## src/rtl/uart_tx_scheduler_if.sv

```systemverilog
// FIFO read port seen by the UART transmit scheduler.
// master = scheduler side, slave = FIFO side.
interface uart_tx_scheduler_if #(
  parameter int DWIDTH = 8
);
  logic              empty;
  logic [DWIDTH-1:0] rdata;
  logic              rd;

  modport master (
    input  empty,
    input  rdata,
    output rd
  );

  modport slave (
    output empty,
    output rdata,
    input  rd
  );
endinterface

```

## src/rtl/uart_tx_scheduler.sv

```systemverilog
// Drains the TX FIFO one word per frame and serializes it onto txd.
// Frame: start, data LSB first, optional parity, 1 or 2 stop bits.
module uart_tx_scheduler #(
  parameter int DWIDTH = 8,
  parameter int DIV_W  = 16
) (
  input  logic             clk,
  input  logic             a_resetn,
  input  logic             enable,
  input  logic [DIV_W-1:0] clk_div,
  input  logic             parity_en,
  input  logic             parity_odd,
  input  logic             stop2,
  uart_tx_scheduler_if.master fifo,
  output logic             txd,
  output logic             busy,
  output logic             tx_done
);

  localparam int BW = (DWIDTH > 1) ? $clog2(DWIDTH) : 1;

  typedef enum logic [2:0] {
    IDLE, GUARD, READ, CAPT,
    START, DATA, PARITY, STOP
  } state_t;

  state_t            state;
  state_t            state_nxt;
  logic [DIV_W-1:0]  baud_q;
  logic [DIV_W-1:0]  div_q;
  logic [BW-1:0]     bit_q;
  logic [DWIDTH-1:0] shreg_q;
  logic              par_en_q;
  logic              stop2_q;
  logic              par_bit_q;

  logic             go;
  logic             bit_end;
  logic             data_last;
  logic             stop_last;
  logic [DIV_W-1:0] eff_div;

  assign go        = enable & ~fifo.empty;
  assign bit_end   = (baud_q == div_q - DIV_W'(1));
  assign data_last = (bit_q == BW'(DWIDTH - 1));
  assign stop_last = stop2_q ? (bit_q == BW'(1))
                             : (bit_q == '0);
  // Dividers below 2 would leave no room for a bit period.
  assign eff_div   = (clk_div < DIV_W'(2)) ? DIV_W'(2)
                                           : clk_div;

  always_ff @(posedge clk or negedge a_resetn) begin
    if (!a_resetn) state <= IDLE;
    else           state <= state_nxt;
  end

  always_comb begin
    state_nxt = state;
    unique case (state)
      IDLE:   if (go) state_nxt = GUARD;
      GUARD:  state_nxt = go ? READ : IDLE;
      READ:   state_nxt = CAPT;
      CAPT:   state_nxt = START;
      START:  if (bit_end) state_nxt = DATA;
      DATA: begin
        if (bit_end && data_last)
          state_nxt = par_en_q ? PARITY : STOP;
      end
      PARITY: if (bit_end) state_nxt = STOP;
      STOP: begin
        if (bit_end && stop_last)
          state_nxt = go ? GUARD : IDLE;
      end
      default: state_nxt = IDLE;
    endcase
  end

  always_ff @(posedge clk or negedge a_resetn) begin
    if (!a_resetn) begin
      baud_q    <= '0;
      div_q     <= '0;
      bit_q     <= '0;
      shreg_q   <= '0;
      par_en_q  <= 1'b0;
      stop2_q   <= 1'b0;
      par_bit_q <= 1'b0;
    end else begin
      unique case (state)
        CAPT: begin
          shreg_q   <= fifo.rdata;
          div_q     <= eff_div;
          par_en_q  <= parity_en;
          stop2_q   <= stop2;
          par_bit_q <= (^fifo.rdata) ^ parity_odd;
          baud_q    <= '0;
          bit_q     <= '0;
        end
        START, DATA, PARITY, STOP: begin
          if (bit_end) begin
            baud_q <= '0;
            if (state == DATA) begin
              shreg_q <= shreg_q >> 1;
              bit_q   <= data_last ? '0
                                   : bit_q + BW'(1);
            end else if (state == STOP) begin
              bit_q <= bit_q + BW'(1);
            end
          end else begin
            baud_q <= baud_q + DIV_W'(1);
          end
        end
        default: begin
          baud_q <= '0;
          bit_q  <= '0;
        end
      endcase
    end
  end

  always_comb begin
    txd = 1'b1;
    unique case (1'b1)
      (state == START):  txd = 1'b0;
      (state == DATA):   txd = shreg_q[0];
      (state == PARITY): txd = par_bit_q;
      default:           txd = 1'b1;
    endcase
  end

  assign fifo.rd = (state == READ);
  assign busy    = (state != IDLE);
  assign tx_done = (state == STOP) & bit_end & stop_last;

endmodule

```

## src/flat_wrapper.sv

```systemverilog
// flat-port wrapper written by rule: the top's interface ports become plain ports
module uart_tx_scheduler_flat 
#(
  parameter int DWIDTH = 8,
  parameter int DIV_W  = 16
)
  (clk, a_resetn, enable, clk_div, parity_en, parity_odd, stop2, txd, busy, tx_done, fifo_empty, fifo_rdata, fifo_rd);
  uart_tx_scheduler_if #(.DWIDTH(DWIDTH)) fifo_i ();
  input  logic clk;
  input  logic a_resetn;
  input  logic enable;
  input  logic [DIV_W-1:0] clk_div;
  input  logic parity_en;
  input  logic parity_odd;
  input  logic stop2;
  output logic txd;
  output logic busy;
  output logic tx_done;
  input wire logic [$bits(fifo_i.empty)-1:0] fifo_empty;
  input wire logic [$bits(fifo_i.rdata)-1:0] fifo_rdata;
  output wire logic [$bits(fifo_i.rd)-1:0] fifo_rd;
  assign fifo_i.empty = fifo_empty;
  assign fifo_i.rdata = fifo_rdata;
  assign fifo_rd = fifo_i.rd;
  uart_tx_scheduler #(.DWIDTH(DWIDTH), .DIV_W(DIV_W)) u_core (.clk(clk), .a_resetn(a_resetn), .enable(enable), .clk_div(clk_div), .parity_en(parity_en), .parity_odd(parity_odd), .stop2(stop2), .fifo(fifo_i), .txd(txd), .busy(busy), .tx_done(tx_done));
endmodule
```

## config.mk

```make
export PLATFORM = sky130hd
export DESIGN_NAME = uart_tx_scheduler_flat
export DESIGN_NICKNAME = d
export VERILOG_FILES = /design/src/rtl/uart_tx_scheduler_if.sv /design/src/rtl/uart_tx_scheduler.sv /design/src/flat_wrapper.sv
export SDC_FILE = /design/constraint.sdc
export NUM_CORES = 1
export LEC_CHECK = 0
export ABC_AREA = 0
export BUFFER_PORTS_ARGS = -buffer_cell sky130_fd_sc_hd__buf_2
export CAP_MARGIN = 0
export CORE_UTILIZATION = 57
export CTS_BUF_LIST = sky130_fd_sc_hd__clkbuf_16
export DETAILED_ROUTE_END_ITERATION = 10
export HOLD_SLACK_MARGIN = 0.06
export PLACE_DENSITY_LB_ADDON = 0.05
export SYNTH_ARGS = -nofsm -noshare
export SYNTH_HDL_FRONTEND = slang
export SYNTH_SLANG_ARGS = --single-unit
```

## constraint.sdc

```tcl
create_clock -name clk -period 4.1 [get_ports clk]
set_input_delay 0.205 -clock clk [delete_from_list [all_inputs] [get_ports clk]]
set_output_delay 0.205 -clock clk [all_outputs]
set_load 0.1 [all_outputs]
```

==> flow_summary.toml <==
[status]
status = "finished, final reports clean"

[logic_synthesis]
synth_area_sq_um = 3060
synth_area_per_cell_sq_um = 10.1
synthTopCellsByArea = "dfrtp_1, mux2_2, xnor2_1"
ys_warn_count = 0
yosysTopAreaCell = "dfrtp_1"
synth_adder_area_share_pct = 2.45
synth_cells = 304
synth-simple-area-share_pct = 19.5
yosysMostFrequentCell = "dfrtp_1"
synth_top_area_share_pct = 40.0
synth_compound_area_share_pct = 9.89
ys_ff_latch = 49
ys.flop_type = "dfrtp_1"
synthDistinctLibCells = 55
synth_top_family_by_area = "simple AND/OR/NAND/NOR gates"
yosysSeqAreaShare_pct = 40.0
synth_xor_area_share_pct = 11.2
synth-edff-count = 0
synthArstFlopShare_pct = 100
synth_fp_nets = 341
synth.area.mux_share_pct = 13.6
synth_top_cells_by_count = "dfrtp_1, nor2_1, xnor2_1"

[floorplan]
ioPinCount = 35
std_cell_rows = 26
core_area_sq_um = 5140
fp.dieW_um = 75.3
start_util_pct = 59.6
die_y_um = 75.3
dieArea_sq_um = 5670

[global_route]
grt_pass1_vias = 2142
grt.total_usage_pct = 24.6
grt_pass1_wl_mm = 10.4
antenna_found_initial = 0
grt_start_max_net_pins = 50
grt-ovfl-total = 0

[worst_setup_path]
cp_max_fo = 11
worstPathRequired_ns = 3.89
reg2reg_setup_slack_ns = 0.73
end_kind = "output port"
critPathKind = "reg -> out"
critPathArrivalTime_ns = 3.50
rr_worst_depth = 7
cp-start-kind = "register"

[routing]
first_pass_iters = 4
finalWirelength_mm = 6.50
drc = 0
ant_nets = 0
wl_per_cell_um = 16.2
vias_per_cell = 5.88
drtIter0Drc = 199
vias = 2362

[finish]
syn2layout_area_growth_pct = 11.3
antennaDiodeCount = 0
final_core_util_pct = 66.3
drive_above_1_share_pct = 23.8
final_nets = 368

[clock_network]
cts_sinks = 49
cts-resized-gates = 0
clk_pin_slew_ns = 0.07
root_buffer = "clkbuf_16"
tritoncts = "yes"
holdBufCountCts = 0
cts.path.max_buffers = 2
post-cts-setup-buffer-count = 0
htree_levels = 2
numCtsBuffers = 5
insertion_delay_ns = 0.29

[sta]
rsz0062_at_grt = "false"
period_needed_ns = 3.70
setup_tns_ns = 0
finalHoldViolations = 0
relSlewSlack_pct = 28.4
slew_violations = 0
fmax_ghz = 0.270
fin_crit_sh_pct = 90.3
setup_viol = 0
fin_ws_ns = 0.399
worst_pin_slew_ns = 1.07
skew_ns = 0.00878

[place]
routabilityCongestion = 0.874
post-place-ws_ns = 0.735
dpl.hpwl_mm = 4.81
io_buffers = 34

[worst_hold_path]
hold_class = "in -> async"

[power_and_ir_drop]
power_frac_comb_pct = 18.2
peakVddDrop_v = 0.000259
p_leak_nw = 1.49
powerDensity_nw_per_um2 = 351
switching_share_pct = 28.4
p_switching_mw = 0.339
p_clk_share_pct = 33.6
intPower_mw = 0.856
sequentialPowerShare_pct = 48.2

[job]
max-cap-violations = 0
[path summary, 6_finish.rpt]
| path | start | to |
|---|---|---|
| worst min register to register | u_core.par_en_q | u_core.par_en_q |
| worst max-delay path | u_core.div_q[3] | tx_done |
| min in group clk | parity_en | u_core.par_en_q |
| worst max register to register | u_core.div_q[3] | u_core.shreg_q[3] |
| worst min-delay path | a_resetn | u_core.div_q[2] |
| max in group asynchronous | a_resetn | u_core.shreg_q[1] |
[state kept, by name (all words and copies together), names as in the netlist]
signal and count:
u_core.baud_q 16, u_core.div_q 16, u_core.shreg_q 8, u_core.bit_q 3, u_core.state 3, u_core.par_bit_q 1
u_core.par_en_q 1, u_core.stop2_q 1
[per-layer routing]
metal  GRT usage (%)  routed length (um)  vias to the layer above
met5               0                   0                        -
met1            33.8                2980                     1140
met3            4.76                 266                       10
met2            40.0                3160                       53
met4            6.79                  90                        0
li1                -                   -                     1159
[kinds of logic after synthesis]
| kind of cell | count (synthesis) |
|---|---|
| multiplexers | 36 |
| AO/OA/AOI/OAI | 41 |
| adder cells (fa/ha/maj) | 6 |
| XOR/XNOR | 39 |
| AND/OR/NAND/NOR | 109 |
| flip-flops | 49 |
| buffers and inverters | 24 |
[cells in the final DEF (no fill, tap or decap), types with 8 or more instances in the layout]
| master | netlist | final |
|---|---|---|
| nor4_1 | 9 | 9 |
| nand3_1 | 13 | 13 |
| nand2_1 | 17 | 17 |
| dfrtp_1 | 49 | 49 |
| mux2i_1 | 8 | 8 |
| nor2_1 | 26 | 26 |
| xor2_1 | 16 | 16 |
| mux2_2 | 22 | 22 |
| buf_2 | 1 | 34 |
| xnor2_1 | 23 | 23 |
| inv_1 | 9 | 9 |
[stage by stage]
step / hold WS [ns] / cells / total power [mW] / area, sq um
floorplan: -0.0906 / 304 / 0.736 / 3070
global placement: 0.437 / 394 / 0.797 / 3260
detailed placement: 0.444 / 394 / 0.801 / 3260
CTS: 0.147 / 402 / 1.20 / 3410
global route: 0.148 / 402 / 1.25 / 3410
finish: 0.118 / 402 / 1.20 / 3410
[power by group through the flow]
stage | clock network, mW | logic [mW] | registers (mW)
after global placement | 0 | 0.213 | 0.584
final | 0.402 | 0.218 | 0.575
after global routing | 0.429 | 0.245 | 0.581
after floorplan | 0 | 0.182 | 0.554
after detailed placement | 0 | 0.217 | 0.584
after CTS | 0.409 | 0.219 | 0.575
[final cells by class]
cell class | count | area (sq um)
sequential | 49 | 1230
tap | 70 | 87.6
clock inverter | 3 | 20.0
inverter | 9 | 33.8
multi-input combinational | 231 | 1740
fill | 451 | 1730
clock buffer | 5 | 125
timing repair buffer | 35 | 178
[worst max-delay path, stage by stage (launching register included)]
cell and delay (ns):
dfrtp_1 0.48, or4_1 0.67, or4_4 0.58, o32ai_2 0.17
o21ai_0 0.14, or4_1 0.48, nor3_2 0.24, buf_2 0.46
Note: power is estimated with default switching activity, not from simulation.
